$ cat src/rtl/tmp_seq_pkg.sv
// rtl/tmp_seq_pkg.sv - shared types, default timing constants and helpers for the temperature sequencer
//
// Purpose : common definitions imported by tmp_seq_ctrl, tmp_seq_rr and tmp_seq_ctrl_if.
// Contents: state_e  - sequencer phase encoding
//           sw_t     - packed bundle of the analog switch / precharge controls
//           DEF_*    - default parameter values
//           idx_w()  - index width for an N-entry set, never below 1 bit
package tmp_seq_pkg;

  typedef enum logic [2:0] {
    ST_IDLE      = 3'd0,
    ST_PRECHARGE = 3'd1,
    ST_BLANK     = 3'd2,
    ST_SMALL     = 3'd3,
    ST_BIG       = 3'd4,
    ST_OUTPUT    = 3'd5
  } state_e;

  typedef struct packed {
    logic pi1;
    logic pi2;
    logic pii1;
    logic pii2;
    logic pa;
    logic pb;
    logic pc;
    logic pd;
    logic pre_chrg;
  } sw_t;

  localparam int DEF_N_CH       = 4;
  localparam int DEF_CNT_W      = 8;
  localparam int DEF_PRECHG_CYC = 11;
  localparam int DEF_BLANK_CYC  = 1;
  localparam int DEF_DIODE_CYC  = 2;
  localparam int DEF_CONV_CYC   = 128;
  localparam int DEF_SETUP_CYC  = 6;

  // $clog2(1) is 0, which would give zero-width index buses for a single channel.
  function automatic int idx_w(input int n);
    return (n <= 1) ? 1 : $clog2(n);
  endfunction

endpackage

$ cat src/rtl/tmp_seq_ctrl_if.sv
// rtl/tmp_seq_ctrl_if.sv - result handshake interface between the sequencer and the readout logic
//
// Purpose : carries one conversion result with a valid/ready handshake.
// Signals : result    [CNT_W] - count of comparator ones
//           result_ch [IDX_W] - channel index the result belongs to
//           valid             - result available (producer)
//           ready             - consumer accepts the result
// Modports: master - sequencer side (drives result/result_ch/valid)
//           slave  - readout side (drives ready)
interface tmp_seq_ctrl_if
  import tmp_seq_pkg::*;
#(
  parameter int N_CH  = DEF_N_CH,
  parameter int CNT_W = DEF_CNT_W
) ();

  localparam int IDX_W = idx_w(N_CH);

  logic [CNT_W-1:0] result;
  logic [IDX_W-1:0] result_ch;
  logic             valid;
  logic             ready;

  modport master (output result, output result_ch, output valid, input ready);
  modport slave  (input result, input result_ch, input valid, output ready);

endinterface

$ cat src/rtl/tmp_seq_rr.sv
// rtl/tmp_seq_rr.sv - combinational round-robin picker for the next enabled channel
//
// Purpose : finds the first set bit of mask at or after ptr, wrapping N_CH-1 -> 0.
// Ports   : mask   [N_CH]  in  - channel enable mask
//           ptr    [IDX_W] in  - search start position
//           onehot [N_CH]  out - selected channel, one-hot (0 when nothing enabled)
//           idx    [IDX_W] out - selected channel index
//           found          out - at least one channel enabled
module tmp_seq_rr
  import tmp_seq_pkg::*;
#(
  parameter int N_CH  = DEF_N_CH,
  parameter int IDX_W = idx_w(N_CH)
) (
  input  logic [N_CH-1:0]  mask,
  input  logic [IDX_W-1:0] ptr,
  output logic [N_CH-1:0]  onehot,
  output logic [IDX_W-1:0] idx,
  output logic             found
);

  int c;

  always_comb begin
    onehot = '0;
    idx    = '0;
    found  = 1'b0;
    c      = 0;
    for (int k = 0; k < N_CH; k++) begin
      c = (int'(ptr) + k) % N_CH;
      if (!found && mask[c[IDX_W-1:0]]) begin
        found                 = 1'b1;
        onehot[c[IDX_W-1:0]]  = 1'b1;
        idx                   = c[IDX_W-1:0];
      end
    end
  end

endmodule

$ cat src/rtl/tmp_seq_ctrl.sv
// rtl/tmp_seq_ctrl.sv - multi-channel diode temperature front-end sequencer
//
// Purpose : steps each enabled channel through PRECHARGE, SMALL, BIG and OUTPUT with
//           BLANK non-overlap gaps between phases; counts comparator ones during BIG
//           and hands the count out over res_if.
// Ports   : clk, reset_n (async, active-low)
//           start          in  - level request; held high = continuous conversions
//           ch_en  [N_CH]  in  - channel enable mask, sampled at PRECHARGE entry
//           cmp            in  - comparator decision, sampled every BIG cycle
//           pi1/pi2, pii1/pii2, pa..pd   out - switch matrix controls
//           src_n, snk     out - balancing current toggles
//           pre_chrg       out - precharge enable
//           setup_bias     out - bias setup enable
//           ch_sel [N_CH]  out - one-hot active channel
//           res_if         master - result / result_ch / valid / ready
// Option  : TMP_SEQ_SETUP_BIAS_EN - enables setup_bias for the first conversion after reset;
//           otherwise setup_bias is tied low and SETUP_CYC has no effect.
module tmp_seq_ctrl
  import tmp_seq_pkg::*;
#(
  parameter int N_CH       = DEF_N_CH,
  parameter int CNT_W      = DEF_CNT_W,
  parameter int PRECHG_CYC = DEF_PRECHG_CYC,
  parameter int BLANK_CYC  = DEF_BLANK_CYC,
  parameter int DIODE_CYC  = DEF_DIODE_CYC,
  parameter int CONV_CYC   = DEF_CONV_CYC,
  parameter int SETUP_CYC  = DEF_SETUP_CYC
) (
  input  logic            clk,
  input  logic            reset_n,
  input  logic            start,
  input  logic [N_CH-1:0] ch_en,
  input  logic            cmp,
  output logic            pi1,
  output logic            pi2,
  output logic            pii1,
  output logic            pii2,
  output logic            pa,
  output logic            pb,
  output logic            pc,
  output logic            pd,
  output logic            src_n,
  output logic            snk,
  output logic            pre_chrg,
  output logic            setup_bias,
  output logic [N_CH-1:0] ch_sel,
  tmp_seq_ctrl_if.master  res_if
);

  localparam int IDX_W = idx_w(N_CH);

  if (N_CH < 1)                   begin : g_err_nch  $error("N_CH must be at least 1");            end
  if (CONV_CYC > 2**CNT_W - 1)    begin : g_err_conv $error("CONV_CYC does not fit in CNT_W bits"); end
  if (PRECHG_CYC < 1 || BLANK_CYC < 1 || DIODE_CYC < 1 || CONV_CYC < 1)
                                  begin : g_err_cyc  $error("phase lengths must be at least 1");    end
  if (SETUP_CYC < 0)              begin : g_err_set  $error("SETUP_CYC must not be negative");      end

  state_e           state_q, state_d;
  state_e           ret_q, ret_d;
  logic [31:0]      cnt_q, cnt_d;
  logic [CNT_W-1:0] acc_q, acc_d;
  logic [IDX_W-1:0] ptr_q, ptr_d;
  logic [IDX_W-1:0] ch_idx_q, ch_idx_d;
  logic [N_CH-1:0]  ch_sel_q, ch_sel_d;
  logic [CNT_W-1:0] result_q, result_d;
  logic [IDX_W-1:0] result_ch_q, result_ch_d;
  logic             valid_q, valid_d;
  logic             start_q, start_d;
  sw_t              sw_q, sw_d;
  logic             src_n_q, src_n_d;
  logic             snk_q, snk_d;

  logic             hs;
  logic             go_pre;
  logic             phase_done;
  logic [IDX_W-1:0] ptr_adv;
  logic [IDX_W-1:0] rr_ptr;
  logic [N_CH-1:0]  rr_onehot;
  logic [IDX_W-1:0] rr_idx;
  logic             rr_found;

  // Cycles remaining after the first, loaded on entry to a timed phase.
  function automatic logic [31:0] phase_len(input state_e s);
    case (s)
      ST_PRECHARGE: return 32'(PRECHG_CYC - 1);
      ST_BLANK:     return 32'(BLANK_CYC - 1);
      ST_SMALL:     return 32'(DIODE_CYC - 1);
      ST_BIG:       return 32'(CONV_CYC - 1);
      default:      return 32'd0;
    endcase
  endfunction

  assign hs      = valid_q & res_if.ready;
  assign ptr_adv = (ch_idx_q == IDX_W'(N_CH - 1)) ? '0 : ch_idx_q + IDX_W'(1);
  // On a handshake the pointer moves past the current channel in the same cycle
  // that the next channel is picked, so the picker must see the advanced value.
  assign rr_ptr  = hs ? ptr_adv : ptr_q;

  tmp_seq_rr #(
    .N_CH  (N_CH),
    .IDX_W (IDX_W)
  ) u_rr (
    .mask   (ch_en),
    .ptr    (rr_ptr),
    .onehot (rr_onehot),
    .idx    (rr_idx),
    .found  (rr_found)
  );

  always_comb begin
    state_d     = state_q;
    ret_d       = ret_q;
    cnt_d       = cnt_q;
    acc_d       = acc_q;
    ptr_d       = ptr_q;
    ch_idx_d    = ch_idx_q;
    ch_sel_d    = ch_sel_q;
    result_d    = result_q;
    result_ch_d = result_ch_q;
    valid_d     = valid_q;
    start_d     = start;
    go_pre      = 1'b0;
    phase_done  = (cnt_q == 32'd0);

    case (state_q)
      // start is taken from its register so PRECHARGE begins one edge after it is seen.
      ST_IDLE: begin
        if (start_q && rr_found) go_pre = 1'b1;
      end
      ST_PRECHARGE: begin
        if (phase_done) begin
          state_d = ST_BLANK;
          ret_d   = ST_SMALL;
          cnt_d   = phase_len(ST_BLANK);
        end else begin
          cnt_d = cnt_q - 32'd1;
        end
      end
      ST_BLANK: begin
        if (phase_done) begin
          state_d = ret_q;
          cnt_d   = phase_len(ret_q);
          if (ret_q == ST_OUTPUT) begin
            valid_d     = 1'b1;
            result_d    = acc_q;
            result_ch_d = ch_idx_q;
          end
        end else begin
          cnt_d = cnt_q - 32'd1;
        end
      end
      ST_SMALL: begin
        if (phase_done) begin
          state_d = ST_BLANK;
          ret_d   = ST_BIG;
          cnt_d   = phase_len(ST_BLANK);
        end else begin
          cnt_d = cnt_q - 32'd1;
        end
      end
      ST_BIG: begin
        if (cmp && (acc_q != {CNT_W{1'b1}})) acc_d = acc_q + CNT_W'(1);
        if (phase_done) begin
          state_d = ST_BLANK;
          ret_d   = ST_OUTPUT;
          cnt_d   = phase_len(ST_BLANK);
        end else begin
          cnt_d = cnt_q - 32'd1;
        end
      end
      ST_OUTPUT: begin
        if (hs) begin
          valid_d = 1'b0;
          ptr_d   = ptr_adv;
          if (start && rr_found) begin
            go_pre = 1'b1;
          end else begin
            state_d  = ST_IDLE;
            ch_sel_d = '0;
          end
        end
      end
      default: state_d = ST_IDLE;
    endcase

    if (go_pre) begin
      state_d  = ST_PRECHARGE;
      cnt_d    = phase_len(ST_PRECHARGE);
      ch_sel_d = rr_onehot;
      ch_idx_d = rr_idx;
      acc_d    = '0;
    end

    // Switch outputs follow the state being entered so they register together with it.
    sw_d = '0;
    case (state_d)
      ST_PRECHARGE: begin
        sw_d.pre_chrg = 1'b1;
        sw_d.pb       = 1'b1;
        sw_d.pc       = 1'b1;
        sw_d.pd       = 1'b1;
      end
      ST_SMALL: begin
        sw_d.pii1 = 1'b1;
        sw_d.pii2 = 1'b1;
      end
      ST_BIG: begin
        sw_d.pi1 = 1'b1;
        sw_d.pi2 = 1'b1;
      end
      ST_OUTPUT: begin
        sw_d.pb = 1'b1;
        sw_d.pc = 1'b1;
        sw_d.pd = 1'b1;
      end
      default: sw_d = '0;
    endcase

    // The toggle from the final BIG sample is dropped: the following BLANK forces both low.
    src_n_d = 1'b0;
    snk_d   = 1'b0;
    if (state_q == ST_BIG && state_d == ST_BIG) begin
      src_n_d = src_n_q ^ cmp;
      snk_d   = snk_q ^ ~cmp;
    end
  end

  always_ff @(posedge clk or negedge reset_n) begin
    if (!reset_n) begin
      state_q     <= ST_IDLE;
      ret_q       <= ST_SMALL;
      cnt_q       <= '0;
      acc_q       <= '0;
      ptr_q       <= '0;
      ch_idx_q    <= '0;
      ch_sel_q    <= '0;
      result_q    <= '0;
      result_ch_q <= '0;
      valid_q     <= 1'b0;
      start_q     <= 1'b0;
      sw_q        <= '0;
      src_n_q     <= 1'b0;
      snk_q       <= 1'b0;
    end else begin
      state_q     <= state_d;
      ret_q       <= ret_d;
      cnt_q       <= cnt_d;
      acc_q       <= acc_d;
      ptr_q       <= ptr_d;
      ch_idx_q    <= ch_idx_d;
      ch_sel_q    <= ch_sel_d;
      result_q    <= result_d;
      result_ch_q <= result_ch_d;
      valid_q     <= valid_d;
      start_q     <= start_d;
      sw_q        <= sw_d;
      src_n_q     <= src_n_d;
      snk_q       <= snk_d;
    end
  end

`ifdef TMP_SEQ_SETUP_BIAS_EN
  logic        armed_q, armed_d;
  logic        setup_bias_q, setup_bias_d;
  logic [31:0] big_idx;

  // armed covers only the first conversion after reset; it drops when that conversion leaves BIG.
  always_comb begin
    big_idx = 32'(CONV_CYC - 1) - cnt_d;
    armed_d = armed_q;
    if (state_q == ST_BIG && state_d != ST_BIG) armed_d = 1'b0;
    setup_bias_d = 1'b0;
    if (armed_q) begin
      case (state_d)
        ST_PRECHARGE, ST_SMALL: setup_bias_d = 1'b1;
        ST_BLANK:               setup_bias_d = (state_q != ST_BIG);
        ST_BIG:                 setup_bias_d = (big_idx < 32'(SETUP_CYC));
        default:                setup_bias_d = 1'b0;
      endcase
    end
  end

  always_ff @(posedge clk or negedge reset_n) begin
    if (!reset_n) begin
      armed_q      <= 1'b1;
      setup_bias_q <= 1'b0;
    end else begin
      armed_q      <= armed_d;
      setup_bias_q <= setup_bias_d;
    end
  end

  assign setup_bias = setup_bias_q;
`else
  assign setup_bias = 1'b0;
`endif

  assign pi1      = sw_q.pi1;
  assign pi2      = sw_q.pi2;
  assign pii1     = sw_q.pii1;
  assign pii2     = sw_q.pii2;
  assign pa       = sw_q.pa;
  assign pb       = sw_q.pb;
  assign pc       = sw_q.pc;
  assign pd       = sw_q.pd;
  assign pre_chrg = sw_q.pre_chrg;
  assign src_n    = src_n_q;
  assign snk      = snk_q;
  assign ch_sel   = ch_sel_q;

  assign res_if.result    = result_q;
  assign res_if.result_ch = result_ch_q;
  assign res_if.valid     = valid_q;

endmodule

$ cat src/flat_wrapper.sv
// flat-port wrapper written by rule: the top's interface ports become plain ports
module tmp_seq_ctrl_flat import tmp_seq_pkg::*;
#(
  parameter int N_CH       = DEF_N_CH,
  parameter int CNT_W      = DEF_CNT_W,
  parameter int PRECHG_CYC = DEF_PRECHG_CYC,
  parameter int BLANK_CYC  = DEF_BLANK_CYC,
  parameter int DIODE_CYC  = DEF_DIODE_CYC,
  parameter int CONV_CYC   = DEF_CONV_CYC,
  parameter int SETUP_CYC  = DEF_SETUP_CYC
)
  (clk, reset_n, start, ch_en, cmp, pi1, pi2, pii1, pii2, pa, pb, pc, pd, src_n, snk, pre_chrg, setup_bias, ch_sel, res_if_result, res_if_result_ch, res_if_valid, res_if_ready);
  tmp_seq_ctrl_if #(.N_CH(N_CH), .CNT_W(CNT_W)) res_if_i ();
  input  logic clk;
  input  logic reset_n;
  input  logic start;
  input  logic [N_CH-1:0] ch_en;
  input  logic cmp;
  output logic pi1;
  output logic pi2;
  output logic pii1;
  output logic pii2;
  output logic pa;
  output logic pb;
  output logic pc;
  output logic pd;
  output logic src_n;
  output logic snk;
  output logic pre_chrg;
  output logic setup_bias;
  output logic [N_CH-1:0] ch_sel;
  output wire logic [$bits(res_if_i.result)-1:0] res_if_result;
  output wire logic [$bits(res_if_i.result_ch)-1:0] res_if_result_ch;
  output wire logic [$bits(res_if_i.valid)-1:0] res_if_valid;
  input wire logic [$bits(res_if_i.ready)-1:0] res_if_ready;
  assign res_if_result = res_if_i.result;
  assign res_if_result_ch = res_if_i.result_ch;
  assign res_if_valid = res_if_i.valid;
  assign res_if_i.ready = res_if_ready;
  tmp_seq_ctrl #(.N_CH(N_CH), .CNT_W(CNT_W), .PRECHG_CYC(PRECHG_CYC), .BLANK_CYC(BLANK_CYC), .DIODE_CYC(DIODE_CYC), .CONV_CYC(CONV_CYC), .SETUP_CYC(SETUP_CYC)) u_core (.clk(clk), .reset_n(reset_n), .start(start), .ch_en(ch_en), .cmp(cmp), .pi1(pi1), .pi2(pi2), .pii1(pii1), .pii2(pii2), .pa(pa), .pb(pb), .pc(pc), .pd(pd), .src_n(src_n), .snk(snk), .pre_chrg(pre_chrg), .setup_bias(setup_bias), .ch_sel(ch_sel), .res_if(res_if_i));
endmodule
$ cat config.mk
export PLATFORM = sky130hd
export DESIGN_NAME = tmp_seq_ctrl_flat
export DESIGN_NICKNAME = d
export VERILOG_FILES = /design/src/rtl/tmp_seq_pkg.sv /design/src/rtl/tmp_seq_ctrl_if.sv /design/src/rtl/tmp_seq_rr.sv /design/src/rtl/tmp_seq_ctrl.sv /design/src/flat_wrapper.sv
export SDC_FILE = /design/constraint.sdc
export NUM_CORES = 1
export LEC_CHECK = 0
export CORE_ASPECT_RATIO = 0.75
export CORE_MARGIN = 2
export CORE_UTILIZATION = 59
export DETAILED_ROUTE_END_ITERATION = 16
export PLACE_DENSITY = 0.87
export SLEW_MARGIN = 20
export SYNTH_ARGS = -nofsm -noshare
export SYNTH_HDL_FRONTEND = slang
export SYNTH_SLANG_ARGS = --single-unit
$ cat constraint.sdc
create_clock -name clk -period 4.65 [get_ports clk]
set_clock_uncertainty 0.1 [all_clocks]
set_input_delay 0.465 -clock clk [delete_from_list [all_inputs] [get_ports clk]]
set_output_delay 0.465 -clock clk [all_outputs]
set_load 0.02 [all_outputs]
* Yosys cells after proc, flatten, opt, wreduce, memory -nomap -nowiden *
Index checks and enable logic that the tools add are counted.

cells by class
  $add $sub $neg = 6
  $lt $le $gt $ge = 8
  equality and inequality tests = 22
  muxes and demuxes = 66
  bitwise logic cells = 7
  reductions and logical operators = 30

operators with widths
  cell                     number
  $mux W32                 3
  $pmux W32 S2             1
  $logic_not A32 Y1        1
  $mux W4                  8
  $sub A32 B1 Y32 const B  1
  $mux W3                  9
  $mux W8                  3
  $mux W1                  21
  $pmux W7 S3              1
  $eq A3 B3 Y1 const B     6
  $mux W2                  8
  $ne A2 B1 Y1 const B     7
  $eq A3 B2 Y1 const B     4
  $lt A2 B3 Y1 const B     4
  $or A4 B4 Y4             3
  $pmux W3 S4              1
  $logic_and A1 B1 Y1      11
  $reduce_bool A2 Y1       5
  $eq A3 B1 Y1 const B     3
  $pmux W3 S3              1
  $add A8 B1 Y8 const B    1
  $bmux W1 S2              4
  $demux W1 S2             4
  $ge A2 B1 Y1 const B     4
  other kinds (16)         25

storage, ports and cells
  register bits after elaboration = 76
  input bits = 9
  logic and storage cells = 160

* Depth between registers and ports, before layout *
Gate-level depths: netlist of the first run.

  word-level depth = 23
  depth in mapped cells = 13

* By module *
A second synthesis of the first run with hierarchy kept.

second synthesis, totals
  cell total of the unflattened synthesis = 422
  area total of the unflattened synthesis = 4227.8 sq um

modules (own cells, without submodules)
  module        instances  cells each  area an instance (sq um)  sequential area each (sq um)
  tmp_seq_ctrl  1          377         3804.9                    1804.2
  tmp_seq_rr    1          45          422.9                     0.0

* Worst setup path after synthesis of the first run *
OpenSTA, ideal clock, no wires.

  path kind = reg-to-reg
  from = reg u_core.ch_idx_q[0]
  to = reg u_core.cnt_q[21]
  arrival time = 3.367 ns
  required time = 4.471 ns
  slack = 1.103 ns
  cell stages (with the launch flop) = 12
  buffers on the path = 1
  cells stage by stage = dfrtp_1 > ha_1 > and4bb_2 > nor2_4 > ha_1 > nand2b_1 > a211oi_1 > or2_2 > clkbuf_1 > o41ai_2 > a2111oi_0 > mux2i_1

between the ends
  word-level cells in the longest chain between the ends = 20
  elaborated cells between the ends (all ways) = 33
  classes of those cells = add/sub: 4; eq/ne: 1; mux: 19; reduce/logical: 9

RTL lines
  item                                                             RTL line             text
  start, declared                                                  tmp_seq_ctrl.sv:63   logic [IDX_W-1:0] ch_idx_q, ch_idx_d;
  start signal, assigned                                           tmp_seq_ctrl.sv:250  ch_idx_q <= ch_idx_d;
  $add A2 B1 Y2 or $eq A2 B2 Y1 (tied branches)                    tmp_seq_ctrl.sv:94   assign ptr_adv = (ch_idx_q == IDX_W'(N_CH - 1)) ? '0 : ch_idx_q + IDX_W'(1);
  $mux W2 (*)                                                      tmp_seq_ctrl.sv:94
  $mux W2 (*)                                                      tmp_seq_ctrl.sv:97   assign rr_ptr = hs ? ptr_adv : ptr_q;
  branches (longest 11 deep; another with $add A2 B1 Y2)           n/a
  $mux W1 (*)                                                      tmp_seq_rr.sv:31     if (!found && mask[c[IDX_W-1:0]]) begin
  $logic_and A1 B1 Y1                                              tmp_seq_ctrl.sv:175  if (start && rr_found) begin
  $mux W1                                                          tmp_seq_ctrl.sv:175
  $mux W1                                                          tmp_seq_ctrl.sv:172  if (hs) begin
  $pmux W1 S2 (*)                                                  tmp_seq_ctrl.sv:125  case (state_q)
  $reduce_bool A3 Y1 (no source line) or $mux W32 (tied branches)  n/a
  end signal, assigned                                             tmp_seq_ctrl.sv:247  cnt_q <= cnt_d;
  end, declared                                                    tmp_seq_ctrl.sv:60   logic [31:0] cnt_q, cnt_d;

Every way passes the cells marked *. The select of a mux whose other input is x is not followed.
A chain may end at the register's enable or synchronous reset.

* Worst setup path in the final report of the first run *
  from = in res_if_ready
  to = reg u_core.cnt_q[21]

between the ends
  word-level cells in the longest chain between the ends = 19
  elaborated cells between the ends (all ways) = 31
  classes of those cells = add/sub: 3; mux: 18; bitwise: 1; reduce/logical: 9

RTL lines
  item                                                             RTL line             text
  start, declared                                                  flat_wrapper.sv:35   input wire logic [$bits(res_if_i.ready)-1:0] res_if_ready;
  $and A1 B1 Y1 (*)                                                tmp_seq_ctrl.sv:93   assign hs = valid_q & res_if.ready;
  branches (longest 16 deep; another with $add A2 B1 Y2)           n/a
  $pmux W1 S2 (*)                                                  tmp_seq_ctrl.sv:125
  $reduce_bool A3 Y1 (no source line) or $mux W32 (tied branches)  n/a

Marks and branches as above.

==> results of run 1 <==
registers in the layout, indices dropped and copies added (netlist names), 2 cells and up:
signal	cells
u_core.acc_q	8
u_core.ch_idx_q	2
u_core.ch_sel	4
u_core.cnt_q	32
u_core.ptr_q	2
u_core.res_if.result	8
u_core.res_if.result_ch	2
u_core.ret_q	3
u_core.state_q	3
placed cells by master (no fill, tap or decap), types with 3 or more instances in the layout:
cell type | synthesis | layout
o311ai_0 | 4 | 4
xor2_1 | 6 | 6
mux2i_1 | 26 | 26
a41oi_1 | 4 | 4
a31oi_1 | 3 | 3
or4_1 | 9 | 9
nand2b_1 | 4 | 4
inv_6 | 0 | 3
or3_1 | 6 | 6
and3_1 | 4 | 4
a2111oi_0 | 5 | 5
nor2_1 | 30 | 30
nor2b_1 | 3 | 3
xnor2_1 | 4 | 4
nand2_1 | 35 | 35
clkbuf_8 | 0 | 9
buf_4 | 7 | 11
nand4_1 | 8 | 8
a22oi_1 | 6 | 6
dfrtp_1 | 70 | 70
o22ai_1 | 6 | 6
ha_1 | 11 | 11
a32oi_1 | 3 | 3
nor3_1 | 14 | 14
a21oi_1 | 31 | 31
inv_1 | 19 | 19
mux2_2 | 10 | 10
o31ai_1 | 4 | 4
nor3b_1 | 3 | 3
nor4_1 | 5 | 5
o21ai_0 | 16 | 16
clkdlybuf4s50_1 | 0 | 32
a211oi_1 | 9 | 9
nand3b_1 | 27 | 27
nand3_1 | 32 | 32
through the flow:
step	instances	utilization, %	power [uW]	hold slack (ns)	worst slack (ns)
6_report	621	69.3	1180	0.0656	0.621
5_1_grt	621	69.3	1230	0.140	0.309
4_1_cts	621	69.3	1190	0.0866	0.669
3_5_place_dp	605	66.6	689	0.373	0.300
3_3_place_gp	605	66.6	689	0.377	0.598
2_1_floorplan	493	-	663	0.0694	1.10
worst max path at each step:
stage	startpoint	to	slack (ns)
2_1_floorplan	u_core.ch_idx_q[0]$_DFFE_PN0N_	u_core.cnt_q[21]$_DFFE_PN0P_	1.10
3_3_place_gp	res_if_ready	u_core.cnt_q[21]$_DFFE_PN0P_	0.60
3_5_place_dp	res_if_ready	u_core.cnt_q[21]$_DFFE_PN0P_	0.30
4_1_cts	res_if_ready	u_core.cnt_q[21]$_DFFE_PN0P_	0.67
5_1_grt	res_if_ready	u_core.cnt_q[21]$_DFFE_PN0P_	0.31
6_report	res_if_ready	u_core.cnt_q[21]$_DFFE_PN0P_	0.62
critical path, stage by stage:
cell and delay (ns):
clkdlybuf4s50_1 0.56, and4bb_2 0.36, nor2_4 0.31, ha_1 0.34
nand2b_1 0.16, a22oi_1 0.39, or2_2 0.32, o41ai_2 0.11
buf_4 0.20, a2111oi_0 0.70, mux2i_1 0.27
power groups by stage:
stage	Clock, uW	Combinational [uW]	Sequential, uW
floorplan	0	24.2	639
global placement	0	50.4	638
detailed placement	0	50.3	639
CTS	515	50.3	626
global route	544	57.3	626
finish	508	50.6	626
routing by layer:
layer  up-vias  share of wire [%]  wire [um]  GRT usage (%)
met5         -                  0          0              0
met4         0               0.96        107           5.13
met3        15                7.5        836           6.98
met2       181                 46       5100           43.6
met1      1985                 46       5130           40.8
li1       1894                  -          -              -
cell type report:
class / count / area [um^2]
Multi-Input combinational cell: 369 / 2560
Timing Repair Buffer: 44 / 408
Tap cell: 101 / 126
Clock buffer: 9 / 124
Inverter: 19 / 71.3
Clock inverter: 7 / 76.3
Sequential cell: 72 / 1800
Fill cell: 560 / 2290
cell families (layout without fill, tap and decap cells):
group	count (synthesis)	after routing
fa+ha+maj	11	11
compound gates	116	116
simple gates	192	192
flops	72	72
buf+inv	52	79
other cells	1	2
xor+xnor	10	10
mux	38	38
==> reports/metrics.yaml, run 1 <==
yosys:
  avgSynthCellArea_um2: 9.35
  synth_edf_count: 0
  synth_compound_area_share_pct: 18.2
  yosysMostFrequentCell: "dfrtp_1"
  synth_top_family_by_area: "simple AND/OR/NAND/NOR gates"
  yosysTopAreaCellShare_pct: 38.1
  yosys_warnings: 0
  syn_area_um2: 4600
  synth_cells: 492
  synthArstFlopShare_pct: 100
  synthTopCellsByArea: "dfrtp_1, mux2i_1, nand3b_1"
  synth-simple-area-share_pct: 23.4
  synthTopCellsByCount: "dfrtp_1, nand2_1, nand3_1"
  synth_seq_cells: 72
  synth.distinct_cells: 68
  synth_fa_ha_area_share_pct: 2.99
  synthFlopType: "dfrtp_1"
  yosys.area.top_type: "dfrtp_1"
  synthXorXnorAreaFrac_pct: 1.90
  ys_seq_area_share_pct: 39.2
  muxShareOfSynthArea_pct: 9.08
clock_network:
  cts_buffer_depth: 2
  cts-root-buf: "clkbuf_8"
  cts_tree: "built"
  clock-sinks: 72
  worst_skew_pair.late_latency_ns: 0.36
  h-tree-depth: 3
  cts_buffers: 9
  clk_pin_slew_ns: 0.08
  postCtsSetupBuffers: 0
  cts_resized: 0
  postCtsHoldBufs: 0
power_and_ir_drop:
  p_comb_share_pct: 4.3
  switching_share_pct: 24.5
  p_switching_uw: 291
  p_clk_share_pct: 42.9
  p_leak_uw: 0.00217
  power_density_nw_per_um2: 229
  p_int_uw: 894
  ir_worst_vdd_mv: 0.145
  pwr-share-seq_pct: 52.8
floorplan:
  core_um2: 7470
  die_area_um2: 8530
  die_height_um: 80.5
  die_w_um: 106
  initial_core_util_pct: 61.6
  io_pins: 36
  fp-row-count: 27
min_path:
  hp-class: "in -> async"
timing:
  setup_viol: 0
  hold_violations: 0
  fin_tns_setup_ns: 0
  tightest_slew_ns: 1.05
  rsz0062_at_grt: "false"
  post-route-period-util_pct: 86.6
  max_slew_margin_pct: 29.6
  fin_crit_ns: 4.03
  maxSlewViolCount: 0
  fmax_mhz: 248
critical_path:
  path_class: "in -> reg"
  crit_path_end_kind: "flip-flop"
  crit_required_ns: 4.82
  cp-start-kind: "input pin"
  critPathMaxFanout: 11
  reg2reg_to: "u_core.cnt_q[21]$_DFFE_PN0P_"
  reg2regPathDepth: 11
  rrSetupSlack_ns: 0.71
  cp_data_arrival_time_ns: 4.20
  r2r_start: "u_core.ch_idx_q[0]$_DFFE_PN0N_"
placed_design:
  dpl-instance-area_um2: 4970
  portBuffers: 33
  gp_congestion: 1.02
  place_hpwl_um: 7910
global_route:
  antenna_found_initial: 0
  grt_usage_pct: 28.2
  gr-total-overflow: 0
  grt_pass1_wl_um: 18900
  grt_max_degree: 46
  grt_pass1_vias: 3712
final_layout:
  nets: 535
  drive_gt1_share_pct: 10.8
  final_area_um2: 5170
  diodes: 0
  area_growth_pct: 12.5
routing:
  drtIter0Drc: 237
  drtPass1Iterations: 5
  vias: 4075
  routed_wl_um: 11200
  drc: 0
  drtAntennaViolNets: 0
  vias_per_cell: 6.56
  wl_per_cell_um: 18.0
job:
  drv_cap: 0
run_status:
  status: "finished clean"
No activity file was read; power rests on OpenSTA's default activity.
==> inputs of run 2 (changes only) <==
- MAX_ROUTING_LAYER: not set -> met4
==> reports/metrics.yaml, run 2 (synthesis results as in run 1) <==
timing:
  maxSlewViolCount: 0  # unchanged
  hold_violations: 0  # unchanged
  fin_tns_setup_ns: 0  # unchanged
  tightest_slew_ns: 1.08  # +0.0365 ns
  post-route-period-util_pct: 83.9  # -2.7 points
  max_slew_margin_pct: 27.2  # -2.5 points
  setup_viol: 0  # unchanged
  fmax_mhz: 256  # +3.2%
  setup_slack_ns: 0.747  # +0.127 ns
  fin_crit_ns: 3.90  # -0.127 ns
  rsz0062_at_grt: "false"
clock_network:
  h-tree-depth: 3  # unchanged
  cts_buffer_depth: 2  # unchanged
  cts_buffers: 9  # unchanged
  postCtsHoldBufs: 0  # unchanged
  worst_skew_pair.late_latency_ns: 0.36  # about the same
  clk_pin_slew_ns: 0.08  # about the same
  cts-root-buf: "clkbuf_8"
  cts_tree: "built"
  postCtsSetupBuffers: 0  # unchanged
  clock-sinks: 72  # unchanged
  cts_resized: 0  # unchanged
global_route:
  antenna_found_initial: 0  # unchanged
  grt_usage_pct: 28.2  # -0.033 points
  grt_pass1_wl_um: 18400  # -2.8%
  grt_pass1_vias: 3715  # +0.081%
  grt_max_degree: 46  # unchanged
  gr-total-overflow: 0  # unchanged
critical_path:
  cp_slowest_stage_delay_ns: 0.57  # -0.13 ns
  cp-start-kind: "input pin"
  reg2regPathDepth: 12  # +1
  cp_slowest_cell: "clkdlybuf4s50_1"
  crit_top_cell: "buf_4"
  cp_data_arrival_time_ns: 4.08  # -0.12 ns
  crit_path_end_kind: "flip-flop"
  path_cells: "clkdlybuf4s50_1 > and4bb_2 > nor2_4 > ha_1 > nand2_1 > a211oi_1 > buf_4 > or2_2 > o41ai_4 > buf_4 > a2111o_1 > mux2i_1"
  critPathMaxFanout: 36  # +25
  rrSetupSlack_ns: 0.79  # +0.08 ns
  path_class: "in -> reg"
  crit_required_ns: 4.83  # about the same
floorplan:
  initial_core_util_pct: 61.6  # unchanged
  die_w_um: 106  # unchanged
  fp-row-count: 27  # unchanged
  die_area_um2: 8530  # unchanged
  core_um2: 7470  # unchanged
  die_height_um: 80.5  # unchanged
  io_pins: 36  # unchanged
routing:
  drtPass1Iterations: 5  # unchanged
  drc: 0  # unchanged
  drtAntennaViolNets: 0  # unchanged
  vias_per_cell: 6.52  # -0.58%
  routed_wl_um: 11200  # +0.20%
  wl_per_cell_um: 18.1  # +0.36%
  vias: 4045  # -0.74%
  drtIter0Drc: 382  # +61%
placed_design:
  gp_congestion: 0.931  # -8.4%
  portBuffers: 33  # unchanged
  place_hpwl_um: 7760  # -1.9%
  place_ws_ns: 0.388  # +0.0885 ns
final_layout:
  largest_reg_flops: 32  # unchanged
  final_common_cell: "dfrtp_1"
  nets: 534  # -0.19%
  diodes: 0  # unchanged
  final_cell_mix: "dfrtp_1, nand2_1, nand3_1, clkdlybuf4s50_1, a21oi_1"
  area_growth_pct: 12.0
  drive_gt1_share_pct: 10.6  # -0.17 points
  top_register: "u_core.cnt_q"
power_and_ir_drop:
  ir_worst_vdd_mv: 0.163  # +12%
  power_density_nw_per_um2: 224  # -2.0%
  p_leak_uw: 0.00216  # -0.48%
job:
  drv_cap: 0  # unchanged
min_path:
  hp-class: "in -> async"
run_status:
  status: "finished clean"
-- run 2: changes by cell type in the layout (fill, tap and decap cells not counted) --
cell	previous run	this run
inv_8	0	2
buf_4	11	10
bufinv_16	1	0
clkinv_2	1	0
clkinv_4	0	1
inv_6	3	2
-- run 2: per-stage QoR --
step	util (%)	area [um^2]	instances	hold WS [ns]	power (uW)
after detailed placement	66.5	4970	604	0.393	689
after floorplan	-	4600	493	0.0694	663
after global routing	69.0	5150	620	0.129	1200
final	69.0	5150	620	0.0772	1160
after CTS	69.0	5150	620	0.0887	1160
after global placement	66.5	4970	604	0.385	689
-- run 2: worst max-delay path, delay by kind of cell --
family	cells	cell delay [ns]
AO/OA/AOI/OAI	3	0.81
adder cells (fa/ha/maj)	1	0.34
buffers and inverters	3	1.14
multiplexers	1	0.17
AND/OR/NAND/NOR	4	1.13
-- run 2: where the power goes --
part | total (uW) | internal [uW] | switching, uW
clock | 480 | 206 | 274
combinational | 51.1 | 15.9 | 35.2
sequential | 626 | 626 | 0.0646
total | 1160 | 847 | 309
-- run 2: final cells by class --
type	count	area [um^2]
Fill cell	590	2310
Clock inverter	7	63.8
Multi-Input combinational cell	369	2560
Tap cell	101	126
Inverter	19	71.3
Clock buffer	9	124
Sequential cell	72	1800
Timing Repair Buffer	43	400
-- run 2: final timing paths --
| path | startpoint | to |
|---|---|---|
| setup / recovery | res_if_ready | u_core.cnt_q[18]$_DFFE_PN0P_ |
| hold / removal | reset_n | u_core.ch_sel[1]$_DFFE_PN0P_ |
| setup reg to reg | u_core.ch_idx_q[0]$_DFFE_PN0N_ | u_core.cnt_q[18]$_DFFE_PN0P_ |
| hold reg to reg | u_core.ptr_q[0]$_DFFE_PN0P_ | u_core.ptr_q[0]$_DFFE_PN0P_ |
| max in group asynchronous | reset_n | u_core.cnt_q[21]$_DFFE_PN0P_ |
| min in group clk | u_core.ptr_q[0]$_DFFE_PN0P_ | u_core.ptr_q[0]$_DFFE_PN0P_ |
-- run 2: per-layer routing --
metal	GRT usage [%]	routed length (um)	share of wire, %	up-vias
met5	-	0	0	-
met4	7.11	72	0.64	0
met3	6.17	827	7.4	7
met2	42.4	5160	46	190
met1	39.1	5140	46	1959
li1	-	-	-	1889
